## src/rtl/misr_sig_check_pkg.sv

```systemverilog
// Shared DFT definitions for response compaction and pattern generation.
//   state_e    : sequencer states of the signature checker (IDLE/RUN/DONE)
//   DEF_POLY   : default feedback taps, x^16+x^12+x^3+x+1 (bit i = tap at stage i)
//   DEF_SEED   : default register value loaded at start and at reset
//   misr_step  : one Galois MISR update; the LFSR pattern generator uses the
//                same function so both ends share one polynomial convention
package misr_sig_check_pkg;

    typedef enum logic [1:0] {
        ST_IDLE = 2'd0,
        ST_RUN  = 2'd1,
        ST_DONE = 2'd2
    } state_e;

    localparam logic [15:0] DEF_POLY = 16'h100B;
    localparam logic [15:0] DEF_SEED = 16'h0000;

    // Widest register the helper supports; callers zero-extend into it and
    // truncate the result back to their own width.
    localparam int MISR_MAX_W = 64;

    // Shift left, fold the outgoing MSB back through the taps, then XOR in
    // the 3 response bits at the low end. Bits above 'width' are masked off.
    function automatic logic [MISR_MAX_W-1:0] misr_step(
        input logic [MISR_MAX_W-1:0] misr,
        input logic [2:0]            in,
        input logic [MISR_MAX_W-1:0] poly,
        input int                    width
    );
        logic [MISR_MAX_W-1:0] mask;
        logic [MISR_MAX_W-1:0] nxt;
        logic [5:0]            msb_idx;
        msb_idx = 6'(width - 1);
        if (width >= MISR_MAX_W) begin
            mask = '1;
        end else begin
            mask = (MISR_MAX_W'(1) << width) - MISR_MAX_W'(1);
        end
        nxt = (misr << 1) & mask;
        if (misr[msb_idx]) begin
            nxt = nxt ^ poly;
        end
        nxt = nxt ^ MISR_MAX_W'(in);
        return nxt & mask;
    endfunction

endpackage

```

## src/rtl/misr_sig_check_core.sv

```systemverilog
// MISR register with its update logic.
//   clk, rst_n : clock, asynchronous active-low reset (register -> SEED)
//   load       : synchronous load of SEED (wins over en)
//   en         : fold 'in' into the register this cycle
//   in         : 3 response bits
//   misr       : current register contents
//   misr_next  : value the register takes at the next edge
module misr_core
    import misr_sig_check_pkg::*;
#(
    parameter int           W    = 16,
    parameter logic [W-1:0] POLY = W'(DEF_POLY),
    parameter logic [W-1:0] SEED = W'(DEF_SEED)
) (
    input  logic         clk,
    input  logic         rst_n,
    input  logic         load,
    input  logic         en,
    input  logic [2:0]   in,
    output logic [W-1:0] misr,
    output logic [W-1:0] misr_next
);

    logic [W-1:0]          misr_q;
    logic [W-1:0]          misr_d;
    logic [MISR_MAX_W-1:0] step;

    always_comb begin
        misr_d = misr_q;
        step   = misr_step(MISR_MAX_W'(misr_q), in, MISR_MAX_W'(POLY), W);
        if (load) begin
            misr_d = SEED;
        end else if (en) begin
            misr_d = step[W-1:0];
        end
    end

    always_ff @(posedge clk or negedge rst_n) begin
        if (!rst_n) begin
            misr_q <= SEED;
        end else begin
            misr_q <= misr_d;
        end
    end

    assign misr      = misr_q;
    assign misr_next = misr_d;

endmodule

```

## src/rtl/misr_sig_check.sv

```systemverilog
// MISR response compactor with built-in golden-signature check.
//   clk, rst_n  : clock, asynchronous active-low reset
//   start       : begin a run (taken in IDLE and DONE)
//   abort       : cancel to IDLE, clears pass, keeps MISR contents; beats start
//   resp        : 3 response bits from the circuit under test
//   resp_valid  : resp is a sample to compact this cycle (RUN only)
//   golden      : expected signature, stable from start until done
//   busy / done : high in RUN / DONE
//   pass        : final signature matched golden (meaningful while done)
//   signature   : current MISR contents
//   state_dbg   : current sequencer state
module misr_sig_check
    import misr_sig_check_pkg::*;
#(
    parameter int                MISR_W   = 16,
    parameter logic [MISR_W-1:0] POLY     = MISR_W'(DEF_POLY),
    parameter logic [MISR_W-1:0] SEED     = MISR_W'(DEF_SEED),
    parameter int                N_CYCLES = 32
) (
    input  logic              clk,
    input  logic              rst_n,
    input  logic              start,
    input  logic              abort,
    input  logic [2:0]        resp,
    input  logic              resp_valid,
    input  logic [MISR_W-1:0] golden,
    output logic              busy,
    output logic              done,
    output logic              pass,
    output logic [MISR_W-1:0] signature,
    output state_e            state_dbg
);

    localparam int               CNT_W = $clog2(N_CYCLES + 1);
    localparam logic [CNT_W-1:0] LAST  = CNT_W'(N_CYCLES - 1);

    state_e            state_q, state_d;
    logic [CNT_W-1:0]  count_q, count_d;
    logic              pass_q,  pass_d;
    logic              core_load;
    logic              core_en;
    logic [MISR_W-1:0] misr_next;

    misr_core #(
        .W    (MISR_W),
        .POLY (POLY),
        .SEED (SEED)
    ) u_core (
        .clk       (clk),
        .rst_n     (rst_n),
        .load      (core_load),
        .en        (core_en),
        .in        (resp),
        .misr      (signature),
        .misr_next (misr_next)
    );

    always_comb begin
        state_d   = state_q;
        count_d   = count_q;
        pass_d    = pass_q;
        core_load = 1'b0;
        core_en   = 1'b0;
        if (abort) begin
            state_d = ST_IDLE;
            pass_d  = 1'b0;
        end else begin
            case (state_q)
                ST_IDLE, ST_DONE: begin
                    if (start) begin
                        core_load = 1'b1;
                        count_d   = '0;
                        pass_d    = 1'b0;
                        state_d   = ST_RUN;
                    end
                end
                ST_RUN: begin
                    if (resp_valid) begin
                        core_en = 1'b1;
                        count_d = count_q + CNT_W'(1);
                        // Last sample: compare against the value being
                        // written this edge, so pass is ready with done.
                        if (count_q == LAST) begin
                            state_d = ST_DONE;
                            pass_d  = (misr_next == golden);
                        end
                    end
                end
                default: begin
                    state_d = ST_IDLE;
                end
            endcase
        end
    end

    always_ff @(posedge clk or negedge rst_n) begin
        if (!rst_n) begin
            state_q <= ST_IDLE;
            count_q <= '0;
            pass_q  <= 1'b0;
        end else begin
            state_q <= state_d;
            count_q <= count_d;
            pass_q  <= pass_d;
        end
    end

    assign busy      = (state_q == ST_RUN);
    assign done      = (state_q == ST_DONE);
    assign pass      = pass_q;
    assign state_dbg = state_q;

endmodule

```

## config.mk

```make
export PLATFORM = sky130hd
export DESIGN_NAME = misr_sig_check
export DESIGN_NICKNAME = d
export VERILOG_FILES = /design/src/rtl/misr_sig_check_pkg.sv /design/src/rtl/misr_sig_check_core.sv /design/src/rtl/misr_sig_check.sv
export SDC_FILE = /design/constraint.sdc
export NUM_CORES = 1
export LEC_CHECK = 0
export ABC_AREA = 1
export CORE_MARGIN = 3
export CORE_UTILIZATION = 45
export CTS_BUF_LIST = sky130_fd_sc_hd__clkbuf_8 sky130_fd_sc_hd__clkbuf_16
export DETAILED_ROUTE_END_ITERATION = 8
export PLACE_DENSITY = 0.85
export SLEW_MARGIN = 40
export SYNTH_ARGS = -nofsm -noshare
export SYNTH_HDL_FRONTEND = slang
export SYNTH_SLANG_ARGS = --single-unit
```

## constraint.sdc

```tcl
create_clock -name clk -period 2 [get_ports clk]
set_clock_uncertainty 0.15 [all_clocks]
set_input_delay 0.3 -clock clk [delete_from_list [all_inputs] [get_ports clk]]
set_output_delay 0.3 -clock clk [all_outputs]
set_load 0.05 [all_outputs]
```

## Word-level counts from Yosys, hierarchy flattened

Index checks and enable logic that the tools add are counted.

- Flip-flop bits (word level): 25
- Input bits: 24
- Output and inout bits: 21
- Logic and storage cells: 46

- $add $sub $neg: 1
- Equality and inequality tests: 9
- Multiplexer cells: 22
- Bitwise gates (word level): 3
- Reduce and logical (&&, ||, !) cells: 7

Operators with widths:

| cell | number |
|---|---|
| 16-bit 2-to-1 mux | 2 |
| 16-bit equality test | 1 |
| 16-bit by 3-bit bitwise XOR with 16-bit output | 1 |
| 13-bit 2-to-1 mux | 1 |
| 6-bit 2-to-1 mux | 2 |
| 6-bit case mux with 2 select lines | 1 |
| 1-bit 2-to-1 mux | 10 |
| 2-bit 2-to-1 mux | 4 |
| 4-bit AND reduction | 2 |
| 6-bit by 1-bit adder with 6-bit output (second input constant) | 1 |
| 6-bit by 5-bit equality test with 1-bit output (second input constant) | 1 |
| 3-bit inequality test (second input constant) | 2 |
| 2-bit inequality test (second input constant) | 2 |
| 4-bit NOT | 1 |
| 2-bit case mux with 2 select lines | 1 |
| 3-bit by 2-bit inequality test with 1-bit output (second input constant) | 1 |
| 3-bit AND reduction | 1 |
| 3-bit nonzero test | 1 |
| 2-bit by 1-bit equality test with 1-bit output (second input constant) | 1 |
| 2-bit equality test (second input constant) | 1 |
| 2-bit zero test | 1 |
| 1-bit case mux with 2 select lines | 1 |
| 2-bit nonzero test | 1 |
| 2-bit OR reduction | 1 |
| 1-bit NOT | 1 |

## Depth between registers and ports, before layout

Gate-level depths: netlist (run 1).

- Depth in word-level cells: 10
- Depth in mapped cells: 13
- Depth with buffers taken out: 12

## Modules after synthesis

From an unflattened synthesis (run 1), not the netlist that was laid out.

- Cells, all modules: 234
- Area, all modules: 1654.1 um^2

By module, submodules not included:

| module | instances | cells an instance | area an instance (um^2) | seq. area each (um^2) |
|---|---|---|---|---|
| misr_sig_check | 1 | 149 | 887.1 | 225.2 |
| misr_core | 1 | 85 | 767.0 | 400.4 |

## Worst setup path after synthesis (run 1)

OpenSTA, ideal clock, no wires.

- Kind: register -> register
- Start point: register state_q[0], in the netlist state_dbg[0]
- End point: register pass_q, in the netlist pass
- Setup time: 118 ps
- Arrival time: 1932 ps
- Required time: 1732 ps
- Slack: -200 ps
- Stages on the path, launching flop included: 12
- Path buffers: 0
- Period minus slack after synthesis: 2200 ps
- Cells stage by stage: dfrtp_1 > inv_1 > nor2_4 > nand4_1 > nand3_1 > nand2_1 > nand2_1 > nor2_1 > nand3_1 > nor2_1 > nand2_1 > nand2_1

- Longest elaborated chain between the ends: 10
- Elaborated cells on any way between the ends: 20
- Classes of those cells: 6 x eq/ne; 10 x mux; 4 x reduce/logical

RTL lines:

| what | line | text |
|---|---|---|
| start, declared | misr_sig_check.sv:37 | `state_e state_q, state_d;` |
| start signal, assigned | misr_sig_check.sv:102 | `state_q <= state_d;` |
| 2-bit by 1-bit equality test with 1-bit output * | n/a |  |
| net busy | misr_sig_check.sv:27 | `output logic busy,` |
| 1-bit 2-to-1 mux | misr_sig_check.sv:68 | `case (state_q)` |
| 1-bit 2-to-1 mux | misr_sig_check.sv:64 | `if (abort) begin` |
| 16-bit 2-to-1 mux | misr_sig_check_core.sv:33 | `end else if (en) begin` |
| 16-bit 2-to-1 mux | misr_sig_check_core.sv:31 | `if (load) begin` |
| 16-bit equality test | misr_sig_check.sv:85 | `pass_d = (misr_next == golden);` |
| 1-bit 2-to-1 mux | misr_sig_check.sv:83 | `if (count_q == LAST) begin` |
| 1-bit 2-to-1 mux | misr_sig_check.sv:78 | `if (resp_valid) begin` |
| 1-bit case mux with 2 select lines | misr_sig_check.sv:68 |  |
| 1-bit 2-to-1 mux | misr_sig_check.sv:64 |  |
| end signal, assigned | misr_sig_check.sv:104 | `pass_q <= pass_d;` |
| end, declared | misr_sig_check.sv:39 | `logic pass_q, pass_d;` |

The timed path passes the listed nets; every way through them passes the cells marked *. The select of a mux whose other input is x is not followed.
A chain may end at the register's enable or synchronous reset.

## Worst setup path in the final report (run 1)

- Start point: register u_core.misr_q[4], in the netlist u_core.misr[4]
- End point: output signature[4]

RTL lines:

| what | line | text |
|---|---|---|
| start, declared | misr_sig_check_core.sv:24 | `logic [W-1:0] misr_q;` |
| start signal, assigned | misr_sig_check_core.sv:42 | `misr_q <= misr_d;` |
| end, declared | misr_sig_check.sv:30 | `output logic [MISR_W-1:0] signature,` |

No word-level cell between the ends.

==> impl_results.md, run 1 <==
* Syn nets at 275
* First-pass GRT wire length at 7130 um
* Setup-failing EPs final at 0
* Residual DRC at 0
* Post-synth top cells: nand2_1, inv_1, dfrtp_1, nand3_1, nor2_1
* P&R area growth vs syn at 47.4%
* Via-per-instance ratio at 5.04
* Critical path's largest stage delay at 810 ps
* Hold Slack at 235 ps
* Layout cells sized above 1 at 19.2%
* Delay-heaviest family, CP: buffers and inverters
* Element type at the critical path end: output pin
* Htree depth at 1
* Initial DRC count at 129
* Least-Margin Pin Slew at 503 ps
* Crit path max-delay cell type: clkdlybuf4s50_1
* Worst IR Drop VDD at 0.000453 V
* TritonCTS clock tree: done
* Max_cap viols at 0
* Placed cell area at 2340 um2
* Die X at 67.4 um
* Cell Area, Synth at 1700 um2
* Gr ovfl total at 0
* Max Clock Freq at 0.526 GHz
* Worst reg2reg startpoint: state_dbg[1]
* Routed Antenna Nets at 0
* Asr flop ratio synth at 100%
* Placed cells at 356
* Port Buffers at 44
* Critical path endpoint: signature[4]
* DR WL/cell at 12.2 um
* Final Cell Area at 2500 um2
* Clock latency on the worst-skew pair at 270 ps
* Worst Hold Class: input pin to asynchronous set/reset pin
* Worst path buffer plus inverter count at 1
* Leak pwr at 1.42 nW
* Slack of the worst reg-to-reg path at 140 ps
* Layout Cells excl Fill at 369
* Final min period at 1900 ps
* Levels on crit path at 1
* Post-synth top flop: dfrtp_1
* # rows at 21
* Initial antenna violation count at 0
* Worst-path cell chain: clkdlybuf4s50_1
* Gr usage total at 20.2%
* Mapped Cells at 250
* Status: complete, no violations
* TNS Setup at 0 ps
* Post-route setup slack at 98.4 ps
* DR pass1 iterations at 4
* Clk buf depth at 2
* Io pins at 45
* Antenna cells at 0
* Clock Pin Slew Worst Setup and Hold Paths at 90 ps
* Most instantiated library cell after synthesis: nand2_1
* Number of synthesized flops with an enable pin at 0
* Root buf cell: clkbuf_8
* Top cell type's share of synthesized area at 36.8%
* Cells taking the most area after synthesis: dfrtp_1, nand2_1, inv_1, nand3_1, nand4_1
* Core Region at 3490 um2
* Routability cong. at 0.888
* Maximum fanout along the worst path at 2
* Worst setup path start: u_core.misr[4]
* Relative slew slack at 66.4%
* Yosys warning total at 0
* Total Routed Length at 4500 um
* Distinct cells, synth at 28
* Vias in the first global route at 1719
* Power Density at 841 nW/um2
* Startpoint class of the critical path: flip-flop
* Die ar. at 4550 um2
* Register area share after synthesis at 36.8%
* CTS buffer count at 3
* Pre-CTS setup slack at -229 ps
* Hold_buf cts at 0
* Mean post-synth cell area at 6.80 um2
* WS Path Type: flip-flop to output pin
* Tcrit/Tclk final at 95.1%
* Starting density of the core at 48.6%
* Clock sinks at 25
* Data arrival, critical path at 1450 ps
* Via count at 1859
* Post-synthesis register bit count at 25
* R2R depth at 13
* Largest net degree at the start of global routing at 26
* Final Slew Violations at 0
* Reg2reg end: pass
* WP data required at 1550 ps
* Fin. Hold Viols at 0
* Post-DP HPWL at 3420 um
* Biggest area consumer among synthesized cells: dfrtp_1
* Die height at 67.4 um
* NumNets Final at 349
-- worst register-to-register path: cells and delay by family, from the launching register on --
kind	cells	cell delay [ps]
and+or+nand+nor	10	820
DFF	1	460
buffers and inverters	3	380
-- power by group --
group | total (mW) | switching [mW] | internal, mW
Clock | 0.302 | 0.163 | 0.139
Sequential | 0.690 | 0.0898 | 0.601
Combinational | 1.11 | 0.676 | 0.437
-- sequential cells by signal, indices dropped and copies added (netlist names) --
| register | flops |
|---|---|
| pass | 1 |
| state_dbg | 2 |
| count_q | 6 |
| u_core.misr | 16 |
-- per-layer routing --
layer	global-route usage (%)	share of wire, %	wire length, um
met1	25.7	42	1870
met2	33.4	49	2220
met3	3.49	6.7	303
met4	9.37	2.4	108
met5	0	0	0
-- worst min-delay path by stage --
stage | startpoint | end | depth (start not counted)
after detailed placement | count_q[0] | count_q[0] | 1
after global placement | count_q[0] | count_q[0] | 1
after global routing | rst_n | u_core.misr[3] | 2
final | rst_n | u_core.misr[3] | 2
after floorplan | rst_n | count_q[0] | 0
after CTS | rst_n | u_core.misr[3] | 2
-- area by class of cell --
class	instances	area, um2
repair buffers	75	707
well taps	46	57.6
clock buffers	3	41.3
multi-input cells	164	857
inverters	55	209
fillers	290	990
clock inverters	1	5.00
flip-flops and latches	25	628
-- cell usage in the layout, fill, tap and decap left out, types with 2 or more instances in the layout --
cell type	netlist	layout
dlymetal6s2s_1	0	2
nand4_4	1	2
nand3_2	1	3
nand2_2	1	2
nor2_1	21	21
inv_1	53	53
dfrtp_2	0	2
clkdlybuf4s50_1	0	32
a21oi_1	5	5
nand4_1	18	18
nor3_1	3	3
nand2_1	73	71
dfrtp_1	25	23
buf_4	2	36
xnor2_1	5	5
clkbuf_8	0	3
nand3_1	24	22
buf_12	0	4
-- logic make-up after synthesis --
logic type / synth area share (%)
buffers and inverters: 15.2
xor gates and xnor gates: 3.09
adders and majority gates: 0.736
AOI/OAI and AO/OA: 3.53
DFF: 36.8
and+or+nand+nor: 40.6
-- stage by stage --
stage / utilization (%) / total power [mW]
after floorplan: - / 1.36
after global placement: 67.1 / 1.74
after detailed placement: 67.1 / 1.77
after CTS: 68.4 / 2.07
after global routing: 71.7 / 2.24
final: 71.7 / 2.11
-- repair_timing --
item,4_1_cts,5_1_grt
resized for setup,0,13
buffers inserted,0,8
endpoints found under the setup margin,0,1
Note: power is estimated with default switching activity, not from simulation.
==> run 2, diff against run 1 <==
--- a/config.mk
+++ b/config.mk
@@ -9,7 +9,9 @@
 export CORE_MARGIN = 3
 export CORE_UTILIZATION = 45
 export CTS_BUF_LIST = sky130_fd_sc_hd__clkbuf_8 sky130_fd_sc_hd__clkbuf_16
+export CTS_CLUSTER_DIAMETER = 80
 export DETAILED_ROUTE_END_ITERATION = 8
+export GPL_TIMING_DRIVEN = 0
 export PLACE_DENSITY = 0.85
 export SLEW_MARGIN = 40
 export SYNTH_ARGS = -nofsm -noshare
==> run 2 against run 1 <==
Global-route usage is 0.83 points lower. First-iteration DRC count decreased by 27%. Power fell by 6.2%. Final area is 9.7% lower. Worst hold slack improved by 69 ps.
==> impl_results.md, run 2 (synthesized netlist as in run 1, its figures left out) <==
* # rows at 21
* RSZ-0062 raised after global routing: false
* Initial antenna violation count at 0
* Min-delay src: resp_valid
* Residual DRC at 0
* Initial DRC count at 94
* Power Density at 873 nW/um2
* Critical path endpoint: signature[2]
* Worst reg2reg startpoint: state_dbg[0]
* Tcrit/Tclk final at 98.1%
* Most frequent cells in the layout: nand2_1, inv_1, clkdlybuf4s50_1, nand3_1, dfrtp_1
* Delay-heaviest family, CP: buffers and inverters
* Pre-CTS setup slack at -357 ps
* Post-DP HPWL at 3190 um
* Largest net degree at the start of global routing at 26
* Die ar. at 4550 um2
* Port Buffers at 43
* Placed cell area at 2180 um2
* Htree depth at 1
* Fin. Hold Viols at 0
* Critical path's largest stage delay at 830 ps
* Root buf cell: clkbuf_8
* Worst Hold Class: input pin to flip-flop
* P&R area growth vs syn at 33.1%
* Startpoint class of the critical path: flip-flop
* Worst IR Drop VDD at 0.000432 V
* Clock Pin Slew Worst Setup and Hold Paths at 90 ps
* Gr ovfl total at 0
* Worst setup path start: u_core.misr[2]
* Routed Antenna Nets at 0
* Top sig layer: met4
* Core Region at 3490 um2
* Max Clock Freq at 0.510 GHz
* Element type at the critical path end: output pin
* Die X at 67.4 um
* Most common cell after layout, fill and taps aside: nand2_1
* Worst path buffer plus inverter count at 1
* CTS buffer count at 3
* Max FFs per register at 16
* Slack of the worst reg-to-reg path at 150 ps
* Crit path max-delay cell type: clkdlybuf4s50_1
* TNS Setup at 0 ps
* Io pins at 45
* Final Slew Violations at 0
* Leak pwr at 1.29 nW
* Met3 wire len at 155 um
* Core Util, Final at 64.7%
* Maximum fanout along the worst path at 3
* Final min period at 1960 ps
* Data arrival, critical path at 1510 ps
* Levels on crit path at 1
* Layout cells sized above 1 at 8.67%
* TritonCTS clock tree: done
* WS Path Type: flip-flop to output pin
* First-pass GRT wire length at 6800 um
* Die height at 67.4 um
* Routability cong. at 0.912
* Starting density of the core at 48.6%
* Max_cap viols at 0
* DR pass1 iterations at 4
* Setup-failing EPs final at 0
* Final Cell Area at 2260 um2
* Reg2reg end: pass
* Via-per-instance ratio at 5.01
* Least-Margin Pin Slew at 557 ps
* NumNets Final at 326
* Status: complete, no violations
* WP data required at 1550 ps
* Vias in the first global route at 1619
* Clock sinks at 25
* Clk buf depth at 2
* Gr usage total at 19.4%
* Antenna cells at 0
* Clock latency on the worst-skew pair at 280 ps
* Met2 wire len at 1940 um
* Total Routed Length at 4080 um
* Fill cells at 323
* Post-route setup slack at 38.3 ps
* R2R depth at 10
* Relative slew slack at 62.8%
* Met1 WL at 1950 um
* Via count at 1733
* Worst-path cell chain: clkdlybuf4s50_1
* DR WL/cell at 11.8 um
## run 2: changes by cell type in the layout (fill, tap and decap cells not counted), moves of 2 or more
cell	delta
buf_4	-31
buf_12	-4
clkdlybuf4s50_1	+4
dlygate4sd2_1	+4
buf_2	+2
nand2_1	+2
nand3_1	+2
nand3_2	-2
## run 2: repair_timing
item,4_1_cts,5_1_grt
pin swaps,0,1
gates resized for setup,8,5
buffers inserted,0,2
hold buffers,1,0
hold endpoints to repair,25,0
endpoints found under the setup margin,5,3
## run 2: cell type report
cell class	count	area, um2	share of cell area [%]
Buffer	7	53.8	2.38
Clock buffer	3	41.3	1.83
Clock inverter	1	5.00	0.221
Inverter	55	211	9.35
Multi-Input combinational cell	163	816	36.1
Sequential cell	25	628	27.8
Tap cell	46	57.6	2.54
Timing Repair Buffer	46	449	19.9
## run 2: how the worst min path moves through the flow
stage | to | slack (ps) | cells past startpoint
floorplan | count_q[0] | -150 | 0
global placement | pass | 320 | 2
detailed placement | u_core.misr[13] | 180 | 1
CTS | u_core.misr[11] | 290 | 4
global route | u_core.misr[10] | 340 | 4
finish | u_core.misr[10] | 300 | 4
## run 2: per-layer routing
metal	GRT usage (%)	up-vias
met5	0	-
met4	6.58	0
met3	2.33	5
met2	32.3	39
met1	26.0	810
li1	-	879
## run 2: power breakdown
group	leakage (nW)	internal [mW]	switching [mW]	total (mW)
clock	0.0255	0.140	0.172	0.312
combinational	0.933	0.345	0.641	0.986
sequential	0.328	0.601	0.0766	0.677
## run 2: through the flow
stage	hold WS, ps	std cells	power [mW]
3_3_place_gp	319	339	1.65
3_5_place_dp	180	339	1.67
5_1_grt	339	346	2.10
2_1_floorplan	-146	250	1.36
6_report	304	346	1.98
4_1_cts	292	344	1.98
==> run 3, diff against run 2 <==
--- a/config.mk
+++ b/config.mk
@@ -6,7 +6,7 @@
 export NUM_CORES = 1
 export LEC_CHECK = 0
 export ABC_AREA = 1
-export CORE_MARGIN = 3
+export CORE_MARGIN = 4
 export CORE_UTILIZATION = 45
 export CTS_BUF_LIST = sky130_fd_sc_hd__clkbuf_8 sky130_fd_sc_hd__clkbuf_16
 export CTS_CLUSTER_DIAMETER = 80
==> run 3 against run 2 <==
Worst hold slack lost 15 ps. Core utilization is 2.6 points lower. Combinational power increased by 0.5%. Global-route usage down 1.9 points. Maximum frequency rose by 0.93%. Sequential power about the same. Critical endpoint is now signature[1]. Largest cell class unchanged.
==> impl_results.md, run 3 (synthesized netlist as in run 1, its figures left out) <==
* Startpoint class of the critical path: flip-flop
* Setup-failing EPs final at 0
* Die X at 69.4 um
* Sw Pwr at 897 uW
* Starting density of the core at 46.4%
* Residual DRC at 0
* Antenna cells at 0
* Power Density at 872 nW/um2
* Element type at the critical path end: output pin
* Final min period at 1940 ps
* NumNets Final at 326
* Clk buf depth at 2
* Via count at 1749
* Switching fraction of total power at 45.2%
* Vias in the first global route at 1597
* Via-per-instance ratio at 5.03
* DR pass1 iterations at 5
* Delay-heaviest family, CP: buffers and inverters
* Worst setup path start: u_core.misr[1]
* Worst IR Drop VDD at 0.000471 V
* Critical path's largest stage delay at 820 ps
* Flop pwr share at 34.2%
* P&R area growth vs syn at 33.9%
* Hold Slack at 289 ps
* Routed Antenna Nets at 0
* Htree depth at 1
* Maximum fanout along the worst path at 3
* # rows at 22
* Tcrit/Tclk final at 97.2%
* Max FFs per register at 16
* Min-delay src: resp_valid
* Clk pwr share at 15.9%
* Fin. Hold Viols at 0
* Most common cell after layout, fill and taps aside: nand2_1
* Clock Pin Slew Worst Setup and Hold Paths at 100 ps
* DR WL/cell at 12.2 um
* WP data required at 1550 ps
* Clock latency on the worst-skew pair at 280 ps
* Relative slew slack at 61.1%
* Largest net degree at the start of global routing at 26
* Worst Hold Class: input pin to flip-flop
* WS Path Type: flip-flop to output pin
* Final Slew Violations at 0
* Layout cells sized above 1 at 9.33%
* CTS buffer count at 3
* Initial antenna violation count at 0
* Clock sinks at 25
* Data arrival, critical path at 1490 ps
* Crit path max-delay cell type: clkdlybuf4s50_1
* Post-DP HPWL at 3270 um
* Core Region at 3660 um2
* Die ar. at 4820 um2
* Status: complete, no violations
* Max_cap viols at 0
* Logic pwr share at 49.9%
* Fill cells at 344
* Routability cong. at 0.874
* TNS Setup at 0 ps
* Worst reg2reg startpoint: state_dbg[1]
* Least-Margin Pin Slew at 583 ps
* Max Clock Freq at 0.514 GHz
* Gr usage total at 17.5%
* Die height at 69.4 um
* Initial DRC count at 169
* Root buf cell: clkbuf_8
* Leak pwr at 1.30 nW
* Gr ovfl total at 0
* TritonCTS clock tree: done
* Total Routed Length at 4260 um
* Worst path buffer plus inverter count at 1
* Internal power at 1.09 mW
* Port Buffers at 43
* Most frequent cells in the layout: nand2_1, inv_1, clkdlybuf4s50_1, nand3_1, dfrtp_1
* Io pins at 45
* Worst-path cell chain: clkdlybuf4s50_1
* First-pass GRT wire length at 6980 um
[run 3: changes by cell type in the layout (fill, tap and decap cells not counted), sizes merged]
cell           delta
clkinv            -1
clkinvlp          +1
clkdlybuf4s50     -1
dlymetal6s2s      +1
[run 3: repair_timing]
action,CTS,global route
setup endpoints to repair,5,3
endpoints found under the hold margin,25,0
buffers inserted,0,2
gates resized for setup,8,9
hold buffers,1,0
pin swaps,0,2
[run 3: cell type report]
type                    count  area (um2)  share of cell area, %
well taps                  48        60.1                   2.64
multi-input cells         163         818                   36.0
clock inverters             1        7.51                  0.330
plain buffers               7        57.6                   2.53
flip-flops and latches     25         628                   27.6
clock buffers               3        41.3                   1.81
inverters                  55         211                   9.29
repair buffers             46         452                   19.8
[run 3: power groups by stage]
stage	clock network (mW)	logic, mW	registers [mW]
floorplan	0	0.409	0.947
global placement	0	0.968	0.686
detailed placement	0	0.985	0.690
CTS	0.319	0.986	0.680
global route	0.350	1.08	0.693
finish	0.316	0.991	0.678
[run 3: worst paths after layout]
| path | end | slack, ps | cells after the start |
|---|---|---|---|
| hold / removal | u_core.misr[11] | 290 | 4 |
| max in group asynchronous | state_dbg[0] | 890 | 2 |
| setup reg to reg | pass | 140 | 12 |
| min in group asynchronous | u_core.misr[3] | 390 | 2 |
| setup / recovery | signature[1] | 60 | 1 |
| hold reg to reg | pass | 350 | 2 |
[run 3: routing by layer]
layer  up-vias  routed length [um]  global-route usage, %  share of wire (%)
met5         -                   0                      0                  0
met4         0                  59                   6.94                1.4
met3         7                 267                   2.75                6.3
met2        70                2010                   27.4                 47
met1       795                1930                   24.2                 45
li1        877                   -                      -                  -
[run 3: stage by stage]
step | area [um2] | cells | utilization, % | total power, mW | setup WS [ps]
final | 2280 | 348 | 62.2 | 1.99 | 56.3
after global routing | 2280 | 348 | 62.2 | 2.12 | -26.0
after CTS | 2240 | 346 | 61.3 | 1.98 | 7.20
after detailed placement | 2190 | 341 | 59.7 | 1.68 | -375
after global placement | 2190 | 341 | 59.8 | 1.65 | -353
after floorplan | 1700 | 250 | - | 1.36 | 14.6
